`src/rtl/rs_msg_framer.sv`:
```
// rs_msg_framer: buffers a valid/ready byte stream in a FIFO and hands it to
// the RS(255,251) encoder as gap-free KK-byte bursts (sop on beat 0, eop on
// beat KK-1). A flush pulse sends whatever is pending, padded with PAD_BYTE.
module rs_msg_framer #(
  parameter int          KK       = 251,
  parameter int          DEPTH    = 512,
  parameter int          AW       = 9,
  parameter logic [7:0]  PAD_BYTE = 8'h00
) (
  input  logic          clk,
  input  logic          rst_n,
  input  logic [7:0]    s_data,
  input  logic          s_valid,
  output logic          s_ready,
  input  logic          flush,
  input  logic          enc_busy,
  output logic          din_val,
  output logic          din_sop,
  output logic          din_eop,
  output logic [7:0]    din,
  output logic [AW:0]   level,
  output logic [15:0]   msg_cnt,
  output logic [1:0]    dbg_state
);

  typedef enum logic [1:0] {
    IDLE = 2'd0,
    SEND = 2'd1,
    GAP  = 2'd2
  } state_t;

  localparam logic [AW:0] DEPTH_L   = (AW+1)'(DEPTH);
  localparam logic [AW:0] KK_L      = (AW+1)'(KK);
  localparam logic [7:0]  KK_B      = 8'(KK);
  localparam logic [7:0]  LAST_BEAT = 8'(KK - 1);

  // Handshake: a byte moves on any clock edge where s_valid and s_ready are
  // both high; s_ready depends only on the registered level, never on s_valid.

  logic [7:0]    r_mem [DEPTH];
  logic [AW-1:0] r_wptr;
  logic [AW-1:0] r_rptr;
  logic [AW:0]   r_level;

  state_t        r_state;
  logic [7:0]    r_beat;
  logic [7:0]    r_real;
  logic          r_flush_pend;
  logic          r_din_val;
  logic          r_din_sop;
  logic          r_din_eop;
  logic [7:0]    r_din;
  logic [15:0]   r_msg_cnt;

  logic          w_not_full;
  logic          w_wr;
  logic          w_rd;
  logic          w_start;
  logic          w_pop_send;
  logic [7:0]    w_next_beat;
  logic [7:0]    w_real;
  logic [7:0]    w_rd_data;

  assign w_not_full  = (r_level != DEPTH_L);
  assign w_wr        = s_valid && w_not_full;
  assign w_rd_data   = r_mem[r_rptr];
  assign w_next_beat = r_beat + 8'd1;

  // Bytes actually taken from the FIFO for this message; the rest is padding.
  // When level < KK it is below 256, so the low byte is the whole value.
  assign w_real = (r_level >= KK_L) ? KK_B : r_level[7:0];

  // A message starts only from IDLE with the encoder free and enough data,
  // or with a pending flush and at least one byte to send.
  assign w_start = (r_state == IDLE) && !enc_busy &&
                   ((r_level >= KK_L) || (r_flush_pend && (r_level != '0)));

  // In SEND, the beat being loaded pops only while it is still a real byte.
  assign w_pop_send = (r_state == SEND) && (r_beat != LAST_BEAT) &&
                      (w_next_beat < r_real);

  // The first beat always pops because real >= 1 whenever a message starts.
  assign w_rd = w_start || w_pop_send;

  // FIFO storage write port; contents need no reset.
  always_ff @(posedge clk) begin
    if (w_wr) r_mem[r_wptr] <= s_data;
  end

  // FIFO pointers and occupancy; simultaneous write and read keep level.
  always_ff @(posedge clk or negedge rst_n) begin
    if (!rst_n) begin
      r_wptr  <= '0;
      r_rptr  <= '0;
      r_level <= '0;
    end else begin
      if (w_wr) r_wptr <= r_wptr + 1'b1;
      if (w_rd) r_rptr <= r_rptr + 1'b1;
      case ({w_wr, w_rd})
        2'b10:   r_level <= r_level + 1'b1;
        2'b01:   r_level <= r_level - 1'b1;
        default: r_level <= r_level;
      endcase
    end
  end

  // Message FSM with registered encoder outputs and flush bookkeeping.
  always_ff @(posedge clk or negedge rst_n) begin
    if (!rst_n) begin
      r_state      <= IDLE;
      r_beat       <= '0;
      r_real       <= '0;
      r_flush_pend <= 1'b0;
      r_din_val    <= 1'b0;
      r_din_sop    <= 1'b0;
      r_din_eop    <= 1'b0;
      r_din        <= '0;
      r_msg_cnt    <= '0;
    end else begin
      case (r_state)
        IDLE: begin
          if (w_start) begin
            r_state      <= SEND;
            r_beat       <= '0;
            r_real       <= w_real;
            r_flush_pend <= 1'b0;
            r_din_val    <= 1'b1;
            r_din_sop    <= 1'b1;
            r_din_eop    <= (LAST_BEAT == 8'd0);
            r_din        <= w_rd_data;
          end else if (r_flush_pend && (r_level == '0)) begin
            // Flush with nothing buffered: drop it, send nothing.
            r_flush_pend <= 1'b0;
          end
        end
        SEND: begin
          if (r_beat == LAST_BEAT) begin
            r_state   <= GAP;
            r_din_val <= 1'b0;
            r_din_sop <= 1'b0;
            r_din_eop <= 1'b0;
            r_msg_cnt <= r_msg_cnt + 16'd1;
          end else begin
            r_beat    <= w_next_beat;
            r_din_sop <= 1'b0;
            r_din_eop <= (w_next_beat == LAST_BEAT);
            r_din     <= (w_next_beat < r_real) ? w_rd_data : PAD_BYTE;
          end
        end
        GAP: begin
          r_state <= IDLE;
        end
        default: begin
          r_state <= IDLE;
        end
      endcase
      // A new flush request is never lost, even on the cycle pend is cleared.
      if (flush) r_flush_pend <= 1'b1;
    end
  end

  assign s_ready   = w_not_full;
  assign din_val   = r_din_val;
  assign din_sop   = r_din_sop;
  assign din_eop   = r_din_eop;
  assign din       = r_din;
  assign level     = r_level;
  assign msg_cnt   = r_msg_cnt;
  assign dbg_state = r_state;

endmodule

```
`config.mk`:
```
export PLATFORM = sky130hd
export DESIGN_NAME = rs_msg_framer
export DESIGN_NICKNAME = d
export VERILOG_FILES = /design/src/rtl/rs_msg_framer.sv
export SDC_FILE = /design/constraint.sdc
export NUM_CORES = 2
export LEC_CHECK = 0
export CELL_PAD_IN_SITES_DETAIL_PLACEMENT = 2
export CELL_PAD_IN_SITES_GLOBAL_PLACEMENT = 2
export CORE_MARGIN = 2
export CORE_UTILIZATION = 45
export DETAILED_ROUTE_END_ITERATION = 6
export PLACE_DENSITY_LB_ADDON = 0.2
export SLEW_MARGIN = 40
export SYNTH_ARGS = -nofsm -noshare
export SYNTH_HDL_FRONTEND = slang
export SYNTH_SLANG_ARGS = --single-unit
```
`constraint.sdc`:
```
create_clock -name clk -period 4.1 [get_ports clk]
set_clock_uncertainty 0.15 [all_clocks]
set_input_delay 0.615 -clock clk [delete_from_list [all_inputs] [get_ports clk]]
set_output_delay 0.615 -clock clk [all_outputs]
set_load 0.02 [all_outputs]
```
# --- After elaboration in Yosys (flattened, before gate mapping) ---
# Memories as Yosys holds them, arrays and structs flattened.
# Cells that the tools add are included.
op_classes:
  addsub: 6
  order_cmp: 2
  eq_ne: 10
  n_mux: 25
  n_reduce_logical: 24
op_table:
  columns: ["op", "count"]
  rows:
  - ["$mux W8", 6]
  - ["$pmux W8 S2", 2]
  - ["$pmux W10 S2", 1]
  - ["$add A9 B1 Y9 const B", 2]
  - ["$add A16 B1 Y16 const B", 1]
  - ["$eq A8 B8 Y1 const B", 2]
  - ["$add A10 B1 Y10 const B", 1]
  - ["$ge A10 B8 Y1 const B", 1]
  - ["$logic_not A10 Y1", 1]
  - ["$mux W1", 10]
  - ["$ne A10 B10 Y1 const B", 1]
  - ["$reduce_and A2 Y1", 5]
  - ["$reduce_bool A10 Y1", 1]
  - ["$sub A10 B1 Y10 const B", 1]
  - ["$add A8 B1 Y8 const B", 1]
  - ["$lt A8 B8 Y1", 1]
  - ["$ne A8 B8 Y1 const B", 1]
  - ["$logic_and A1 B1 Y1", 7]
  - ["$pmux W1 S2", 3]
  - ["$reduce_and A3 Y1", 2]
  - ["$reduce_bool A2 Y1", 3]
  - ["$eq A2 B1 Y1 const B", 2]
  - ["$mux W2", 2]
  - ["$ne A2 B2 Y1 const B", 2]
  - ["7 further kinds", 8]
word_totals:
  reg_bits: 74
  ram_bits: 4096
  inputBits: 13
  out_inout_bits: 40
  wordCells: 80
  mem_count: 1
memory_table:
  columns: ["memory", "depth", "width", "read_ports", "rd_clocked_by_memory_dff", "write_ports", "line", "rtl"]
  rows:
  - ["r_mem", 512, 8, 1, 0, 1, "40", "logic [7:0] r_mem [DEPTH];"]

# --- Longest topological paths before layout ---
logic_depth:
  ltp_word: 7
  depth_mapped: 22
  mapped_depth_nobuf: 21

# --- Worst setup path before layout ---
# OpenSTA, ideal clock, no wires.
synth_timing:
  path_type: "reg-to-reg"
  start: "register r_beat[2]"
  end: "register r_level[9], in the netlist level[9]"
  setup_ns: 0.132
  arrival_ns: 4.222
  required_time_ns: 3.818
  setup_slack_ns: -0.403
  path_stages_with_launch: 21
  path_buffers: 1
  period_less_slack_ns: 4.503
  cell_sequence: "dfrtp_1 > nand3_1 > nor3_1 > xnor2_1 > inv_1 > ha_1 > a21o_1 > a21oi_1 > o21ai_0 > a31oi_2 > buf_6 > ha_1 > ha_1 > a21o_1 > a21oi_1 > o21ai_0 > a2111oi_0 > o31ai_1 > xnor2_1 > nor2_1 > xor2_1"
synth_via:
  elab_chain_cells: 6
  word_cells_on_any_way: 10
  classes_between: "1 x add/sub; 1 x order compare; 3 x eq/ne; 1 x mux; 4 x reduce/logical"
synth_rtl:
  columns: ["item", "line", "rtl"]
  rows:
  - ["from (decl)", "46", "logic [7:0] r_beat;"]
  - ["from (signal assigned)", "144", "r_beat <= w_next_beat;"]
  - ["$add A8 B1 Y8 / $ne A8 B8 Y1 (equally long branches)", "67, 79", null]
  - ["$lt A8 B8 Y1 / $logic_and A1 B1 Y1 (equally long branches)", "80, 79", null]
  - ["$logic_and A1 B1 Y1 (*)", "79", "assign w_pop_send = (r_state == SEND) && (r_beat != LAST_BEAT) &&"]
  - ["$logic_or A1 B1 Y1 (*)", "83", "assign w_rd = w_start || w_pop_send;"]
  - ["net w_rd", "57", "logic w_rd;"]
  - ["$eq A2 B1 Y1 / $eq A2 B2 Y1 (equally long branches)", "99", "case ({w_wr, w_rd})"]
  - ["$pmux W10 S2 / $reduce_bool A2 Y1 (equally long branches)", null, null]
  - ["to (signal assigned)", "100", "2'b10: r_level <= r_level + 1'b1;"]
  - ["to (signal assigned)", "101", "2'b01: r_level <= r_level - 1'b1;"]
  - ["to (signal assigned)", "102", "default: r_level <= r_level;"]
  - ["to (decl)", "43", "logic [AW:0] r_level;"]
# Mark *: on every way through the listed nets, which the timed path passes. The rest lies on a longest branch.
# A chain may end at the register's enable or synchronous reset.

# --- Final worst setup path ---
layout_timing:
  start: "register r_rptr[2]"
  end: "register r_din[7], in the netlist din[7]"
layout_via:
  elab_chain_cells: 4
  word_cells_on_any_way: 5
  classes_between: "4 x mux; 1 x memory"
layout_rtl:
  columns: ["item", "line", "rtl"]
  rows:
  - ["from (decl)", "42", "logic [AW-1:0] r_rptr;"]
  - ["from (signal assigned)", "98", "if (w_rd) r_rptr <= r_rptr + 1'b1;"]
  - ["$mem_v2 Z512 W8 (*)", null, null]
  - ["$mux W8", "147", "r_din <= (w_next_beat < r_real) ? w_rd_data : PAD_BYTE;"]
  - ["$mux W8", "137", "if (r_beat == LAST_BEAT) begin"]
  - ["$pmux W8 S2 (*)", "120", "case (r_state)"]
  - ["to (signal assigned)", "130", "r_din <= w_rd_data;"]
  - ["to (signal assigned)", "147", null]
  - ["to (decl)", "52", "logic [7:0] r_din;"]
# Mark *: on every way between the ends. The rest lies on a longest branch, timed or not. The select of a mux whose other input is x is not followed.

==> results.yml <==
yosys:
  synth_top_family_by_area: "multiplexers"
  synth-compound-area-share_pct: 2.95
  synthSimpleGateAreaFrac_pct: 3.36
  synth_xor_area_share_pct: 0.230
  seq_area_frac_synth_pct: 76.2
  ys.flop_type: "edfxtp_1"
  syn_area_mm2: 0.164
  synth_edf_count: 4096
  syn_avg_cell_area_um2: 20.2
  yosys_warnings: 0
  async_flop_share_pct: 1.77
  ys_seq_elements: 4170
  synthAdderAreaFrac_pct: 0.203
  synth_cell_types: 92
  synth_cells: 8096
  synthMuxAreaShare_pct: 14.9
  syn-num-nets: 8135
grt:
  antenna_found_initial: 36
  track_usage_pct: 33.0
  grt_pass1_vias: 98900
  grt_max_degree: 162
  grt_pass1_wl_um: 850000
  grt_remaining_overflow: 0
power_and_ir_drop:
  p_per_area_mw_per_mm2: 692
  cellLeakagePower_nw: 61.4
  ir_worst_vdd_uv: 498
finish:
  mostFrequentLayoutCells: "edfxtp_1, mux4_2, buf_4"
  final_nets: 8943
  stdcell_area_mm2: 0.191
  area_delta_synth_final_pct: 16.4
  drive_gt1_share_pct: 30.0
  final_common_cell: "edfxtp_1"
sta:
  fin_tns_setup_ns: -0.0138
  timing.final.crit_share_pct: 100
  hold_ws_ns: -0.0135
  fin_crit_ns: 4.11
  final-hold-violation-count: 3
  rsz0062_at_grt: "yes"
  setup_violations: 1
  worst_pin_slew_ns: 0.983
  slew_viol_final: 0
  clock.fmax_mhz: 243
  slew_headroom_pct: 34.5
  timing.final.ws_setup_ns: -0.0138
drt:
  vias_per_cell: 6.64
  drtIter0Drc: 13200
  first_pass_iters: 5
  avgRoutedWirePerCell_um: 43.9
  drc: 0
  num_vias: 93400
  antenna_left: 0
  wl_um: 617000
setup_path:
  r2r_start: "r_rptr[2]$_DFFE_PN0P_"
  r2r_end: "din[7]$_DFFE_PN0P_"
  reg2reg_depth: 11
  required_ns: 4.85
  startpoint_type: "flop"
  r2r_slack_ns: -0.01
  worstSetupPathType: "flop to flop"
  cp.arrival_ns: 4.86
  cp_max_fo: 13
  end_kind: "flop"
placement:
  place_congestion: 0.860
  placed_area_mm2: 0.175
  numPortBuffers: 52
  dp_hpwl_um: 375000
cts:
  htree_num_levels: 5
  clk_pin_slew_worst_paths_ns: 0.06
  cts_tree: "built"
  clock_sinks: 4170
  cts_buffer_depth: 4
  cts-root-buf: "clkbuf_16"
  clk_latency_ns: 1.03
  numCtsBuffers: 440
floorplanning:
  core_area_mm2: 0.363
  dieArea_mm2: 0.369
  die_w_um: 607
  ioPinCount: 53
  rows: 221
  die_h_um: 607
  initial_core_util_pct: 45.2
run:
  cap_viol_max_count: 0
status:
  outcome: "complete, but fails checks"
  failed_checks: "negative hold slack, negative setup slack"
min_path:
  hold_class: "input pin to async pin"
[report_power, final]
part           switching [mW]  leakage [nW]  internal [mW]
clock                    18.2          6.81           22.5
combinational            27.6          16.8           16.1
sequential              0.525          37.7           47.1
[worst max-delay path: stages (launching register included)]
cell and delay [ns]:
dfrtp_4 0.69, buf_4 0.20, buf_12 0.17, buf_4 0.35, mux4_2 0.39, mux4_2 0.47
nand2_1 0.08, nand2_1 0.06, nand2_1 0.37, o21ai_1 0.43, a211oi_2 0.47, nor3_2 0.08
[metrics by stage]
| stage | power, mW | hold WS, ns | std cells | util [%] | setup WS [ns] |
|---|---|---|---|---|---|
| global placement | 88.9 | 0.308 | 13200 | 48.3 | -0.444 |
| finish | 132 | -0.0135 | 14100 | 52.6 | -0.0138 |
| detailed placement | 90.3 | 0.330 | 13200 | 48.4 | -0.600 |
| global route | 134 | -0.00157 | 14100 | 52.6 | -0.0464 |
| floorplan | 71.1 | 0.169 | 8096 | - | 0.00648 |
| CTS | 131 | 0.0374 | 14000 | 52.3 | -0.0249 |
[routing by layer]
metal	routed length (µm)	global-route usage (%)	vias up
met5	146	0	-
met4	33500	16.2	18
met3	53500	6.06	1373
met2	300000	53.8	5917
met1	230000	43.0	51100
li1	-	-	35000
[flip-flops by register name (all words and copies together) (netlist names)]
name	count
r_mem	4096
din_val	1
r_real	8
din_sop	1
level	10
din	8
msg_cnt	16
din_eop	1
dbg_state	2
r_rptr	9
r_wptr	9
r_flush_pend	1
r_beat	8
[cell usage after synthesis (all sizes together), types with 39 or more instances]
cell type  number  area share [%]
a31oi          39            0.15
mux4          889              12
nand3          82            0.25
o221ai        144            0.77
nand2         413            0.95
buf           349             1.7
nor3           51            0.16
o21ai         103            0.31
dfrtp          74             1.1
clkbuf        154            0.36
mux2i         416             2.5
a21oi         123            0.38
nor2          609             1.4
o22ai         106            0.40
edfxtp       4096              75
[worst max-delay path by stage]
stage	to	cells past startpoint	slack, ns	from
global route	level[9]$_DFFE_PN0P_	19	-0.05	r_beat[0]$_DFFE_PN0P_
global placement	level[8]$_DFFE_PN0P_	21	-0.44	r_beat[0]$_DFFE_PN0P_
detailed placement	level[8]$_DFFE_PN0P_	21	-0.60	r_beat[0]$_DFFE_PN0P_
floorplan	level[8]$_DFFE_PN0P_	22	0.006	r_beat[0]$_DFFE_PN0P_
finish	din[7]$_DFFE_PN0P_	11	-0.01	r_rptr[2]$_DFFE_PN0P_
CTS	din[0]$_DFFE_PN0P_	9	-0.02	r_rptr[2]$_DFFE_PN0P_
[timing repair]
item / CTS / global route
resized for setup: 35 / 34
hold buffers: 9 / 1
endpoints found under the hold margin: 235 / 25
buffers inserted: 12 / 9
pin swaps: 16 / 25
setup endpoints to repair: 9 / 9
[cell type report]
cell class / instances / area, µm²
Clock inverter: 255 / 2350
Tap cell: 4794 / 6000
Sequential cell: 4170 / 125000
Inverter: 31 / 145
Timing Repair Buffer: 870 / 8750
Fill cell: 30900 / 172000
Antenna cell: 11 / 27.5
Clock buffer: 548 / 11600
Multi-Input combinational cell: 3391 / 37000
[cell families after synthesis]
| logic type | count (synthesis) |
|---|---|
| adders and majority gates | 26 |
| and+or+nand+nor | 1306 |
| buffers and inverters | 535 |
| DFF | 4170 |
| AOI/OAI and AO/OA | 690 |
| muxes | 1326 |
| xor gates and xnor gates | 43 |
(Power assumes the default switching activity.)
